**src/rtl/bloom_multi_matcher_pkg.sv**
```systemverilog
// Shared definitions for the Bloom multi-filter matcher: FSM encoding,
// hash rotation constants and a constant-time log2 helper.
package bloom_multi_matcher_pkg;

    typedef enum logic [2:0] {
        ST_IDLE    = 3'b001,
        ST_HEADER  = 3'b010,
        ST_PAYLOAD = 3'b100
    } state_t;

    localparam int HASH_ROT_MUL = 7;
    localparam int HASH_ROT_ADD = 1;

    function automatic int clog2(input int value);
        int result;
        result = 0;
        for (int i = 0; i < 31; i++) begin
            if ((1 << i) < value) result = i + 1;
        end
        return result;
    endfunction

endpackage

```
**src/rtl/bloom_multi_matcher_hash_check.sv**
```systemverilog
// Combinational membership test of one word against one Bloom filter:
// HASH_K rotate-and-fold hashes, hit only when every indexed bit is set.
module bloom_multi_matcher_hash_check
    import bloom_multi_matcher_pkg::*;
#(
    parameter int DATA_W   = 64,
    parameter int FILTER_W = 64,
    parameter int HASH_K   = 2
) (
    input  logic [DATA_W-1:0]   data,
    input  logic [FILTER_W-1:0] filter,
    output logic                hit
);
    localparam int IDX_W  = clog2(FILTER_W);
    localparam int NSLICE = (DATA_W + IDX_W - 1) / IDX_W;
    localparam int PAD_W  = NSLICE * IDX_W;

    logic [HASH_K-1:0] hash_hits;

    for (genvar gi = 0; gi < HASH_K; gi++) begin : g_hash
        localparam int ROT = (HASH_ROT_MUL * gi + HASH_ROT_ADD) % DATA_W;

        logic [DATA_W-1:0] rotated;
        logic [PAD_W-1:0]  padded;
        logic [IDX_W-1:0]  idx;

        assign rotated = (data << ROT) | (data >> (DATA_W - ROT));
        // Zero-extension pads the final, partial slice before folding.
        assign padded  = PAD_W'(rotated);

        always_comb begin
            idx = '0;
            for (int s = 0; s < NSLICE; s++) begin
                idx = idx ^ padded[s*IDX_W +: IDX_W];
            end
        end

        assign hash_hits[gi] = filter[idx];
    end

    assign hit = &hash_hits;

endmodule

```
**src/rtl/bloom_multi_matcher.sv**
```systemverilog
// Packet-framed Bloom matcher: snapshots NUM_FILTERS filters at packet start,
// ORs per-word hits over the payload and issues a verdict after EOP.
module bloom_multi_matcher
    import bloom_multi_matcher_pkg::*;
#(
    parameter int DATA_W      = 64,
    parameter int CTRL_W      = 8,
    parameter int HDR_WORDS   = 3,
    parameter int NUM_FILTERS = 4,
    parameter int FILTER_W    = 64,
    parameter int HASH_K      = 2,
    parameter int CNT_W       = 16
) (
    input  logic                            clk,
    input  logic                            reset,
    input  logic                            in_wr,
    input  logic [DATA_W-1:0]               in_data,
    input  logic [CTRL_W-1:0]               in_ctrl,
    input  logic [NUM_FILTERS*FILTER_W-1:0] filters,
    output logic                            result_valid,
    output logic [NUM_FILTERS-1:0]          match_vec,
    output logic                            runt,
    output logic [CNT_W-1:0]                pkt_count,
    output logic [CNT_W-1:0]                hit_count
);
    state_t                          state;
    logic [3:0]                      hdr_cnt;
    logic [NUM_FILTERS-1:0]          sticky;
    logic [NUM_FILTERS*FILTER_W-1:0] filters_q;
    logic [NUM_FILTERS-1:0]          hit_vec;
    logic                            ctrl_nz;
    logic                            hdr_last;
    logic                            fire;
    logic                            fire_runt;

    for (genvar gi = 0; gi < NUM_FILTERS; gi++) begin : g_filter
        bloom_multi_matcher_hash_check #(
            .DATA_W   (DATA_W),
            .FILTER_W (FILTER_W),
            .HASH_K   (HASH_K)
        ) u_check (
            .data   (in_data),
            .filter (filters_q[gi*FILTER_W +: FILTER_W]),
            .hit    (hit_vec[gi])
        );
    end

    assign ctrl_nz  = |in_ctrl;
    assign hdr_last = ({1'b0, hdr_cnt} + 5'd1) == 5'(HDR_WORDS);

    // A framing word seen inside a packet always closes it; in HEADER it is a runt.
    always_comb begin
        fire      = 1'b0;
        fire_runt = 1'b0;
        if (in_wr && ctrl_nz) begin
            if (state == ST_HEADER) begin
                fire      = 1'b1;
                fire_runt = 1'b1;
            end else if (state == ST_PAYLOAD) begin
                fire = 1'b1;
            end
        end
    end

    always_ff @(posedge clk or posedge reset) begin
        if (reset) begin
            state        <= ST_IDLE;
            hdr_cnt      <= '0;
            sticky       <= '0;
            filters_q    <= '0;
            result_valid <= 1'b0;
            match_vec    <= '0;
            runt         <= 1'b0;
            pkt_count    <= '0;
            hit_count    <= '0;
        end else begin
            result_valid <= fire;
            if (fire) begin
                match_vec <= fire_runt ? '0 : sticky;
                runt      <= fire_runt;
                if (pkt_count != '1) pkt_count <= pkt_count + CNT_W'(1);
                if (!fire_runt && (sticky != '0) && (hit_count != '1))
                    hit_count <= hit_count + CNT_W'(1);
            end
            if (in_wr) begin
                case (state)
                    ST_IDLE: begin
                        if (ctrl_nz) begin
                            state     <= ST_HEADER;
                            filters_q <= filters;
                            sticky    <= '0;
                            hdr_cnt   <= '0;
                        end
                    end
                    ST_HEADER: begin
                        if (ctrl_nz) begin
                            state <= ST_IDLE;
                        end else begin
                            hdr_cnt <= hdr_cnt + 4'd1;
                            if (hdr_last) state <= ST_PAYLOAD;
                        end
                    end
                    ST_PAYLOAD: begin
                        if (ctrl_nz) state <= ST_IDLE;
                        else         sticky <= sticky | hit_vec;
                    end
                    default: state <= ST_IDLE;
                endcase
            end
        end
    end

endmodule

```
**config.mk**
```make
export PLATFORM = sky130hd
export DESIGN_NAME = bloom_multi_matcher
export DESIGN_NICKNAME = d
export VERILOG_FILES = /design/src/rtl/bloom_multi_matcher_pkg.sv /design/src/rtl/bloom_multi_matcher_hash_check.sv /design/src/rtl/bloom_multi_matcher.sv
export SDC_FILE = /design/constraint.sdc
export NUM_CORES = 1
export LEC_CHECK = 0
export BUFFER_PORTS_ARGS = -buffer_cell sky130_fd_sc_hd__buf_2
export CORE_MARGIN = 3
export CORE_UTILIZATION = 45
export DETAILED_ROUTE_END_ITERATION = 10
export PLACE_DENSITY = 0.7
export SLEW_MARGIN = 40
export SYNTH_ARGS = -nofsm -noshare
export SYNTH_HDL_FRONTEND = slang
export SYNTH_HIERARCHICAL = 1
export SYNTH_SLANG_ARGS = --single-unit
export TNS_END_PERCENT = 100
```
**constraint.sdc**
```tcl
create_clock -name clk -period 9.45 [get_ports clk]
set_input_delay 1.4175 -clock clk [delete_from_list [all_inputs] [get_ports clk]]
set_output_delay 1.4175 -clock clk [all_outputs]
set_load 0.005 [all_outputs]
```
==> impl.org <==
** Clock network
- Postcts setup bufs :: 0
- Hold buffers post-CTS :: 0
- Number of clock sinks :: ~300
- TritonCTS created 37 clock buffers.
- The tree is rooted in a clkbuf_16.
- Max Buffers Root-to-Sink :: 3
- Latest clock arrival within the worst-skew pair :: about 550 ps
- The H-tree was split into 2 levels.
- CTS clock-pin slew for the worst setup and hold paths :: about 60 ps
- TritonCTS built the clock tree.
- Resized cells post-CTS :: 0

** Placed design
- Post-place instance area :: about 22,000 sq um
- Worst slack at placement :: 4300 ps
- At the end of routability-driven placement, the weighted congestion stood at slightly below 0.9.
- Number of buffer cells added on primary ports :: 368
- Post-DP HPWL :: just over 40 mm

** Timing
- The tightest hold path in the finished design has a slack of 496 ps.
- Headroom to the max-slew limit came out at a little over two fifths.
- Hold Vio Cnt, Final :: 0
- Worst-Margin Slew :: 849 ps
- Setup violations remaining at the end of the flow were counted as 0.
- In the post-route analysis, the smallest setup slack over all paths is 4950 ps.
- Derived from the worst setup path, the maximum achievable clock frequency is between 0.2 and 0.25 GHz.
- Part of the cycle the worst path needs :: 47.6%
- Worst-case clock skew :: about 15 ps
- The number of pins with negative max-slew slack in the final report was 0.
- The worst path needs 4500 ps of the cycle, external delays included.
- Setup repair after global routing left no endpoint under its margin.
- Summed negative setup slack over all endpoints :: 0 ps

** Critical path
- Crit Path Class :: input port to register
- Endpoint required time on the critical path :: around 10000 ps
- Critical Path Sink Type :: register
- Critical path arrival :: around 5000 ps
- Along the worst path, the maximum fanout reaches 20.
- STA classifies the critical path startpoint as an input port.

** Layout
- Fill cells :: 3,557
- The final layout contains around 2,200 nets.
- From synthesis to final layout, the design area changed by 19.6%.
- The finished cells cover ~23,000 sq um.
- The post-route netlist has 42.8% of its cells at a drive strength greater than 1.
- Final core occ :: 55.0%

** Floorplan
- The floorplan step defined a die boundary enclosing 45,800 sq um.
- After floorplanning, the core was divided into 75 placement rows.
- Ports :: 369
- In this run the horizontal extent of the chip is 214 um.
- In this run the vertical extent of the chip is 214 um.
- Initial standard-cell utilization of the core :: 46.0%
- Core outline area :: 42,300 sq um

** Synth
- Library cell with the highest instance count after synthesis :: dfrtp_1
- In the synthesized netlist the async set-or-reset flop fraction comes to between 90% and 100%.
- The synthesized netlist contains 55 unique library cells.
- Commonest cells in the synthesized netlist :: 304 x dfrtp_1, 275 x mux2_2, 193 x xnor2_1
- After synthesis the netlist holds a flip-flop and latch count of 305.
- Post-synth top area cell :: dfrtp_1
- Yosys printed 6 warnings.
- In this run the cell area of the synthesized design comes to 19,500 sq um.
- Share of synthesized area occupied by flip-flops and latches :: 39.2%
- Most instantiated flip-flop cell in the synthesis netlist :: dfrtp_1
- Of the post-synthesis cell area, the dominant cell type holds between 30% and 40%.
- Synth top area cells :: dfrtp_1 39%, mux2_2 16%, mux2i_1 9.3%, xnor2_1 8.7%, mux4_2 4.2%
- A synthesized cell averages 13.0 sq um.
- Synthesis produced a netlist with a net count of ~1,800.
- In this run, synthesis inferred 0 flip-flops with an integrated enable.
- Cell count after synthesis :: 1,501

** Global route
- The first global-routing pass estimated around 83 mm of wire.
- Initial antenna violation count :: 15
- Largest net degree at the start of global routing :: between 150 and 200
- The number of global-route vias before repair is 14,500.
- Global routing consumed, over all layers together, about 23% of the routing resources.
- Congestion Overflow GR :: 0

** Run status
- The flow ran to the end, and the final reports show no timing, DRC or antenna violations.

** Power
- Reported leakage power :: 10.3 nW
- In this run the power density over the cells is 331 nW/um^2.
- The worst-case IR drop observed on VDD is around 0.17 mV.

** Run
- Max-capacitance violation count :: 0

** Drt
- First-iteration detailed-routing DRC count :: 924
- Post-route DRC :: 0
- Via count of the routed design :: 13,800
- Vias/cell :: 5.58
- Once detail routing completed, the nets flagged for antenna violations numbered 0.
- After detailed routing, the average wire length per cell comes to 21.7 um.
- Overall routed net length :: about 54 mm
- The first TritonRoute pass finished after 7 iterations.

** Min path
- The path class of the tightest hold or removal check is register to register.
## metal layers
layer	global-route usage [%]	share of wire, %	up-vias
met5	0	0.093	-
met4	8.75	3.2	8
met3	4.73	6.2	100
met2	37.5	47	497
met1	30.4	43	6933
li1	-	-	6308
## sequential cells by signal (all words and copies together) (netlist names)
| signal | flops |
|---|---|
| filters_q | 256 |
| hit_count | 16 |
| pkt_count | 16 |
| hdr_cnt | 4 |
| match_vec | 4 |
| sticky | 4 |
| state | 3 |
| result_valid | 1 |
| runt | 1 |
## worst max-delay path, cell delays in order
cell and delay [ps]:
buf_2 140, xnor2_1 250, xnor3_1 480, xnor2_1 380, xor2_2 150, buf_4 330
mux2_2 370, o21ai_0 350, a2bb2oi_1 110, and3_1 150, a211oi_1 510, a21oi_1 130
o21ai_0 180
## power breakdown
| part | switching (W) | leakage, nW | internal [W] | total [W] |
|---|---|---|---|---|
| logic | 0.00174 | 6.06 | 0.00208 | 0.00382 |
| registers | 0.000503 | 3.65 | 0.00189 | 0.00239 |
| clock network | 0.000580 | 0.627 | 0.000915 | 0.00149 |
## through the flow
stage                     std cells  power, W
final                          2482   0.00771
after CTS                      2468   0.00772
after global routing           2481   0.00816
after global placement         2401   0.00606
after detailed placement       2402   0.00618
after floorplan                1501   0.00528
## cell type report
class / instances / area [sq um] / area share (%)
diodes: 11 / 27.5 / 0.118
clock buffers: 47 / 1040 / 4.45
clock inverters: 19 / 236 / 1.02
inverters: 7 / 30.0 / 0.129
multi-input cells: 1124 / 11500 / 49.3
flip-flops and latches: 305 / 7630 / 32.8
well taps: 577 / 722 / 3.10
repair buffers: 392 / 2120 / 9.12
## placed cells by master (no fill, tap or decap), types with 6 or more instances in the layout
| cell | count |
|---|---|
| a211oi_1 | 12 |
| a21oi_1 | 19 |
| a22o_1 | 12 |
| a31oi_1 | 16 |
| and3_1 | 16 |
| buf_2 | 368 |
| buf_4 | 16 |
| clkbuf_16 | 39 |
| clkinv_2 | 9 |
| dfrtp_1 | 304 |
| diode_2 | 11 |
| inv_1 | 6 |
| mux2_1 | 19 |
| mux2_2 | 275 |
| mux2i_1 | 180 |
| mux4_1 | 24 |
| mux4_2 | 36 |
| nand2_1 | 55 |
| nand2b_1 | 8 |
| nand3_1 | 30 |
| nand4_1 | 11 |
| nor2_1 | 21 |
| nor2b_1 | 22 |
| nor3_1 | 15 |
| o21ai_0 | 14 |
| o221ai_1 | 8 |
| xnor2_1 | 185 |
| xnor2_2 | 19 |
| xnor3_1 | 16 |
| xor2_1 | 31 |
## final timing paths
check	startpoint	to	slack, ps	cells past startpoint
setup / recovery	in_data[46]	sticky[0]	4950	13
hold / removal	hit_count[10]	hit_count[10]	500	1
setup reg to reg	state[2]	filters_q[33]	6620	5
hold reg to reg	hit_count[10]	hit_count[10]	500	1
max in group asynchronous	reset	filters_q[178]	6860	4
min in group asynchronous	reset	filters_q[197]	900	2
## logic make-up (layout without fill, tap and decap cells)
logic type / Yosys count / after routing / share of synthesized area [%]
multiplexers: 534 / 534 / 33.7
flip-flops: 305 / 305 / 39.2
XOR/XNOR: 268 / 268 / 14.7
AND/OR/NAND/NOR: 201 / 201 / 5.31
AO/OA/AOI/OAI: 117 / 117 / 4.35
buffers and inverters: 72 / 465 / 2.50
adder cells (fa/ha/maj): 4 / 4 / 0.257
other: 0 / 11 / 0
Note: power is estimated with default switching activity, not from simulation.
